`src/rtl/mem_arbiter.sv`:
```
// Two-master arbiter in front of a single-port word RAM, fixed one-cycle response latency.
// Optional build macro ARB_FIXED_PRIO_EN: master 0 always wins ties (default build is round-robin).
module mem_arbiter #(
    parameter int MEM_SIZE = 1024,
    parameter int AW       = 10
) (
    input  logic          clk,
    input  logic          resetn,
    input  logic          m0_valid,
    input  logic [31:0]   m0_addr,
    input  logic [31:0]   m0_wdata,
    input  logic [3:0]    m0_wstrb,
    output logic          m0_ready,
    output logic [31:0]   m0_rdata,
    input  logic          m1_valid,
    input  logic [31:0]   m1_addr,
    input  logic [31:0]   m1_wdata,
    input  logic [3:0]    m1_wstrb,
    output logic          m1_ready,
    output logic [31:0]   m1_rdata,
    output logic          ram_en,
    output logic [3:0]    ram_we,
    output logic [AW-1:0] ram_addr,
    output logic [31:0]   ram_wdata,
    input  logic [31:0]   ram_rdata,
    output logic          oor_err
);
    localparam logic [31:0] MEM_BYTES = 32'(MEM_SIZE * 4);

    typedef enum logic [0:0] {
        IDLE = 1'b0,
        RESP = 1'b1
    } state_t;

    state_t      state_r, state_nxt_s;
    logic        grant_r, grant_nxt_s;
    logic        read_r, read_nxt_s;
    logic        oor_r, oor_nxt_s;
    logic        winner_s;
    logic        win_oor_s;
    logic        resp_s;
    logic [31:0] win_addr_s;
    logic [31:0] win_wdata_s;
    logic [3:0]  win_wstrb_s;
    logic [31:0] resp_data_s;
`ifndef ARB_FIXED_PRIO_EN
    logic        last_grant_r, last_grant_nxt_s;
`endif

    // Winner selection and request mux
    always_comb begin
        if (m0_valid && m1_valid) begin
`ifdef ARB_FIXED_PRIO_EN
            winner_s = 1'b0;
`else
            winner_s = ~last_grant_r;
`endif
        end else if (m1_valid) begin
            winner_s = 1'b1;
        end else begin
            winner_s = 1'b0;
        end
        win_addr_s  = winner_s ? m1_addr  : m0_addr;
        win_wdata_s = winner_s ? m1_wdata : m0_wdata;
        win_wstrb_s = winner_s ? m1_wstrb : m0_wstrb;
        win_oor_s   = (win_addr_s >= MEM_BYTES);
    end

    // Next-state logic and RAM pin drive (RAM is only touched from IDLE)
    always_comb begin
        state_nxt_s      = state_r;
        grant_nxt_s      = grant_r;
        read_nxt_s       = read_r;
        oor_nxt_s        = oor_r;
`ifndef ARB_FIXED_PRIO_EN
        last_grant_nxt_s = last_grant_r;
`endif
        ram_en           = 1'b0;
        ram_we           = 4'b0000;
        ram_addr         = win_addr_s[AW+1:2];
        ram_wdata        = win_wdata_s;
        case (state_r)
            IDLE: begin
                if (m0_valid || m1_valid) begin
                    state_nxt_s      = RESP;
                    grant_nxt_s      = winner_s;
                    read_nxt_s       = (win_wstrb_s == 4'b0000);
                    oor_nxt_s        = win_oor_s;
`ifndef ARB_FIXED_PRIO_EN
                    last_grant_nxt_s = winner_s;
`endif
                    if (!win_oor_s && resetn) begin
                        ram_en = 1'b1;
                        ram_we = win_wstrb_s;
                    end else begin
                        ram_en = 1'b0;
                        ram_we = 4'b0000;
                    end
                end else begin
                    state_nxt_s = IDLE;
                end
            end
            RESP: begin
                state_nxt_s = IDLE;
            end
            default: begin
                state_nxt_s = IDLE;
            end
        endcase
    end

    // Response decode; reset held during RESP suppresses the completion
    always_comb begin
        resp_s = (state_r == RESP) && resetn;
        if (resp_s && read_r && !oor_r) begin
            resp_data_s = ram_rdata;
        end else begin
            resp_data_s = 32'h0000_0000;
        end
        m0_ready = resp_s && !grant_r;
        m1_ready = resp_s && grant_r;
        m0_rdata = grant_r ? 32'h0000_0000 : resp_data_s;
        m1_rdata = grant_r ? resp_data_s : 32'h0000_0000;
        oor_err  = resp_s && oor_r;
    end

    // State and transaction registers
    always_ff @(posedge clk) begin
        if (!resetn) begin
            state_r      <= IDLE;
            grant_r      <= 1'b0;
            read_r       <= 1'b0;
            oor_r        <= 1'b0;
`ifndef ARB_FIXED_PRIO_EN
            last_grant_r <= 1'b1;
`endif
        end else begin
            state_r      <= state_nxt_s;
            grant_r      <= grant_nxt_s;
            read_r       <= read_nxt_s;
            oor_r        <= oor_nxt_s;
`ifndef ARB_FIXED_PRIO_EN
            last_grant_r <= last_grant_nxt_s;
`endif
        end
    end

endmodule

```
`config.mk`:
```
export PLATFORM = sky130hd
export DESIGN_NAME = mem_arbiter
export DESIGN_NICKNAME = d
export VERILOG_FILES = /design/src/rtl/mem_arbiter.sv
export SDC_FILE = /design/constraint.sdc
export NUM_CORES = 1
export LEC_CHECK = 0
export CAP_MARGIN = 10
export CORE_AREA = 2 2 112 114
export CTS_CLUSTER_DIAMETER = 30
export CTS_CLUSTER_SIZE = 40
export DETAILED_ROUTE_END_ITERATION = 8
export DIE_AREA = 0 0 114 116
export DONT_BUFFER_PORTS = 1
export GPL_ROUTABILITY_DRIVEN = 1
export PLACE_DENSITY_LB_ADDON = 0.3
export SLEW_MARGIN = 20
export SYNTH_ARGS = -nofsm -noshare
export SYNTH_HDL_FRONTEND = slang
export SYNTH_SLANG_ARGS = --single-unit
```
`constraint.sdc`:
```
create_clock -name clk -period 1.8 [get_ports clk]
set_clock_uncertainty 0.05 [all_clocks]
set_input_delay 0.27 -clock clk [delete_from_list [all_inputs] [get_ports clk]]
set_output_delay 0.27 -clock clk [all_outputs]
set_load 0.1 [all_outputs]
```
# Word-level counts from Yosys, hierarchy flattened

Index checks and enable logic that the tools add are counted.

Flip-flop bits (word level): 5
RAM bits: 0
Memories: 0
Output and inout bits: 114
Logic and storage cells: 38
Bits of input ports: 172
Latch bits: 0
Memory bits (read-only): 0

Bitwise operators: 2
Shift-type cells: 0
Multipliers: 0
$add $sub $neg: 0
Eq/ne operators: 0
Div/mod/pow operators: 0
Magnitude comparators: 1
Reduce and logical (&&, ||, !) cells: 14
Mux-type cells: 16

Operator list:

| kind                                                   | count |
|---|---|
| 2-to-1 mux 32 bit                                      | 5 |
| >= comparator 32 x 13 -> 1 bit (second input constant) | 1 |
| 2-to-1 mux 4 bit                                       | 4 |
| logical AND 1 bit                                      | 8 |
| 2-to-1 mux 1 bit                                       | 6 |
| zero test 4 bit                                        | 1 |
| zero test 1 bit                                        | 3 |
| inverter 1 bit                                         | 2 |
| case mux 1 bit (2 select lines)                        | 1 |
| AND reduction 2 bit                                    | 1 |
| logical OR 1 bit                                       | 1 |

# Longest topological paths before layout

Word-level depth: 9
Mapped depth: 5
Depth with buffers taken out: 4

# Least setup slack after synthesis

No wires, ideal clock.

Path type: reg-to-output
Start: register last_grant_r
End: output ram_we[0]
Cell stages (with the launch flop): 5
Data required time: 1.480 ns
Path buffers: 0
Setup slack: -1.555 ns
Data arrival time: 3.035 ns
Path through: dfxtp_1 a21boi_4 nand4_1 o22a_1 nor3_1

Cells in the longest elaborated chain, start to end: 9
Elaborated cells between the ends (all ways): 10

Ends and longest elaborated chain:

| what                           | RTL line | RTL |
|---|---|---|
| start: declaration             | 47       | `logic last_grant_r, last_grant_nxt_s;` |
| start signal: assignment       | 143      | `last_grant_r <= last_grant_nxt_s;` |
| inverter 1 bit *               | 56       | `winner_s = ~last_grant_r;` |
| 2-to-1 mux 1 bit *             | 52       | `if (m0_valid && m1_valid) begin` |
| 2-to-1 mux 32 bit              | 63       | `win_addr_s = winner_s ? m1_addr : m0_addr;` |
| >= comparator 32 x 13 -> 1 bit | 66       | `win_oor_s = (win_addr_s >= MEM_BYTES);` |
| zero test 1 bit                | 92       | `if (!win_oor_s && resetn) begin` |
| logical AND 1 bit              | 92       |  |
| 2-to-1 mux 4 bit *             | 92       |  |
| 2-to-1 mux 4 bit *             | 84       | `if (m0_valid \|\| m1_valid) begin` |
| 2-to-1 mux 4 bit *             | 82       | `case (state_r)` |
| end: declaration               | 22       | `output logic [3:0] ram_we,` |

Mark *: on every way between the ends. The rest lies on a longest branch, timed or not.

# Worst setup path after layout

Ends and elaborated chain as after synthesis.

==> PnR_summary.wiki <==
{| class="wikitable"
! Metric !! Value
|-
| Outcome || finished with violations
|-
| Failing checks || negative setup slack
|-
| Proportion of synthesized chip area in sequential cells || 7.31%
|-
| Total Neg Setup Slack || -6.09 ns
|-
| Comb pwr share || 76.4%
|-
| Mean cell area of the mapped netlist || 5.20 um^2
|-
| Highest-count cells in the layout ignoring fill and taps || 117 x buf_12, 87 x nand2_1, 64 x and2_4
|-
| Vias per std cell || 4.36
|-
| Cell Int Power || 1000 uW
|-
| CTS root buf || clkbuf_16
|-
| Min Clock Period, post-route || 1.98 ns
|-
| Remaining DRCs || 0
|-
| Net switching power of the design || 1110 uW
|-
| Setup ws final || -0.182 ns
|-
| DPL Wire Length || 7250 um
|-
| Period utilisation layout || 110%
|-
| Largest net degree at the start of global routing || 25
|-
| Cell accounting for the most synthesized area || nand2_1
|-
| Hold Startpoint || resetn
|-
| Wire length of the first global-routing pass || 12600 um
|-
| Effective utilization at floorplan || 11.5%
|-
| Global-route total usage across every layer || 12.5%
|-
| Critical path origin || last_grant_r
|-
| Number of clock sinks || 5
|-
| Number of levels the H-tree was split into || 1
|-
| Leading post-synthesis cells by cell area || nand2_1 36%, and2_1 30%, dfxtp_1 7.3%, nor4_1 5.5%, buf_2 3.7%
|-
| Path category of the worst min-delay check || in -> reg
|-
| Required time reported for the critical path endpoint || 1.48 ns
|-
| Diodes inserted || 0
|-
| Leakage Power || 0.00214 uW
|-
| Critical R2R Launch || last_grant_r
|-
| Placeable core region || 11900 um^2
|-
| Portion of synthesized cell area occupied by the leading cell type || 36.2%
|-
| Clock transition time at the flip-flop clock pins of the worst setup and hold paths || 0.03 ns
|-
| Std-Cell Rows || 40
|-
| Arrival time at the worst endpoint || 1.66 ns
|-
| Global route total overflow || 0
|-
| RSZ-0062 raised after global routing || yes
|-
| Flip-flop and latch count after synthesis || 5
|-
| Max-Cap Viols || 0
|-
| Count of placed standard cells including taps || 523
|-
| Final Hold Vio Count || 0
|-
| Max Freq || 505 MHz
|-
| Worst min-delay path endpoint || last_grant_r
|-
| Post-route insts no fill || 551
|-
| Number of pins exceeding their max-slew limit in the final report || 0
|-
| Setup Slack @ Placement || -0.0976 ns
|-
| Num ports || 286
|-
| Type of destination of the critical path || output port
|-
| Synthesis warning total || 0
|-
| Number of CTS-inserted buffers || 3
|-
| Clock power frac || 17.5%
|-
| Critical Setup Path Class || reg -> out
|-
| Peak fanout along the critical path || 5
|-
| Part of the total power dissipated in sequential elements || 6.2%
|-
| Count of antenna-violating nets left after detailed routing || 0
|-
| Peak VDD IR || 254 uV
|-
| Net count reported at finish || 577
|-
| Worst max-slew margin expressed relative to the limit || 74.2%
|-
| Number of nets in the synthesized netlist || 435
|-
| Most common cell after layout, fill and taps aside || buf_12
|-
| Count of buffers inserted at the top-level ports || 0
|-
| Routed length per instance || 17.3 um
|-
| Detailed Routing Iterations Pass 1 || 4
|-
| Synthesis-to-layout area growth || 250%
|-
| Count of hold buffers inserted by post-cts repair || 0
|-
| Drt first-iter violations || 57
|-
| Tightest Pin Transition || 0.377 ns
|-
| Width of the die || 114 um
|-
| Number of vias after detailed routing || 2400
|-
| Worst R2R End || read_r
|-
| Area of the mapped netlist || 1370 um^2
|-
| Setup slack on the worst flop-to-flop path || 0.20 ns
|-
| Number of antenna violations at the first check in global routing || 0
|-
| Worst Hold Path Cells || 1
|-
| Area enclosed by the die boundary || 13200 um^2
|-
| Cells on worst reg2reg path || 10
|-
| RePlAce Congestion || 0.822
|-
| Startpoint type of the worst setup path || register
|-
| Final setup violating endpoints || 79
|-
| Power density over the cells || 441 nW/um^2
|-
| Aggregate routed wire length || 9510 um
|-
| Fraction of final layout cells sized beyond drive strength 1 || 69.1%
|-
| Cells after synthesis || 263
|-
| Via count of the first global-routing pass || 2289
|-
| Clock latency on the worst-skew pair || 0.23 ns
|-
| Die height || 116 um
|-
| Number of unique standard cell types used by synthesis || 22
|-
| CTS tree || built
|-
| Maximum number of buffers from clock root to sink || 2
|-
| Net switching fraction of the power || 52.6%
|}
==> power groups by stage <==
| stage | combinational (uW) | sequential (uW) | clock (uW) |
|---|---|---|---|
| 6_report | 1610 | 130 | 370 |
| 5_1_grt | 1670 | 132 | 384 |
| 4_1_cts | 1610 | 130 | 374 |
| 3_5_place_dp | 1470 | 131 | 0 |
| 3_3_place_gp | 1470 | 131 | 0 |
| 2_1_floorplan | 953 | 130 | 0 |
==> cell usage after synthesis, drive strengths merged <==
cell,instances
nor2,6
o22ai,1
dfxtp,5
and2,65
nand4,2
o311ai,1
clkbuf,5
buf,10
nand3,1
a21bo,1
and3,3
nand2,132
a21boi,2
inv,4
nor3,4
mux2i,4
o211a,1
nor4,12
o22a,1
o21ai,2
o221ai,1
==> state kept, by name, summed over array words and instances (netlist names) <==
| signal | cells |
|---|---|
| grant_r | 1 |
| last_grant_r | 1 |
| oor_r | 1 |
| read_r | 1 |
| state_r | 1 |
==> worst max-delay path by stage <==
stage,end,slack [ns],cells after the start
after detailed placement,ram_we[0],-0.1,6
after global routing,ram_we[0],-0.27,5
after CTS,ram_we[2],-0.25,5
after floorplan,ram_we[0],-0.28,4
after global placement,ram_we[0],-0.15,6
final,ram_we[0],-0.18,5
==> per-layer routing <==
metal | part of all wire [%] | wire, um | global-route usage (%)
met2 | 55 | 5240 | 24.7
met5 | 0 | 0 | 0
met3 | 9.9 | 944 | 2.41
met1 | 33 | 3100 | 13.1
met4 | 2.3 | 223 | 4.31
==> what timing repair did <==
action / 4_1_cts / 5_1_grt
cloned: 10 / 3
setup buffers: 9 / 5
resized for setup: 63 / 34
pin swaps: 37 / 35
endpoints found under the setup margin: 111 / 111
==> area by class of cell <==
| type | count | area (um^2) |
|---|---|---|
| Fill cell | 1156 | 7120 |
| Timing Repair Buffer | 152 | 2880 |
| Multi-Input combinational cell | 239 | 1540 |
| Tap cell | 147 | 184 |
| Sequential cell | 5 | 103 |
| Clock buffer | 4 | 78.8 |
| Inverter | 4 | 15.0 |
==> kinds of logic (layout without fill, tap and decap cells) <==
logic type,Yosys count,in the layout,share of synthesized area (%)
compound gates,10,10,6.49
mux,4,4,2.93
flops,5,5,7.31
simple gates,225,225,77.1
buf+inv,19,160,6.12
==> critical path, stage by stage, from the launching register on <==
cell	delay, ns
dfxtp_2	0.33
a21boi_4	0.14
nand4_1	0.18
o22a_4	0.36
nor3_4	0.20
buf_12	0.21
==> stage by stage <==
step	total power (uW)	util, %	hold slack [ns]	area [um^2]
2_1_floorplan	1080	-	0.310	1620
3_3_place_gp	1600	34.5	0.317	4110
3_5_place_dp	1610	34.5	0.325	4110
4_1_cts	2110	38.9	0.0819	4640
5_1_grt	2180	40.3	0.0829	4790
6_report	2110	40.3	0.0826	4790
Note: power is estimated with default switching activity, not from simulation.
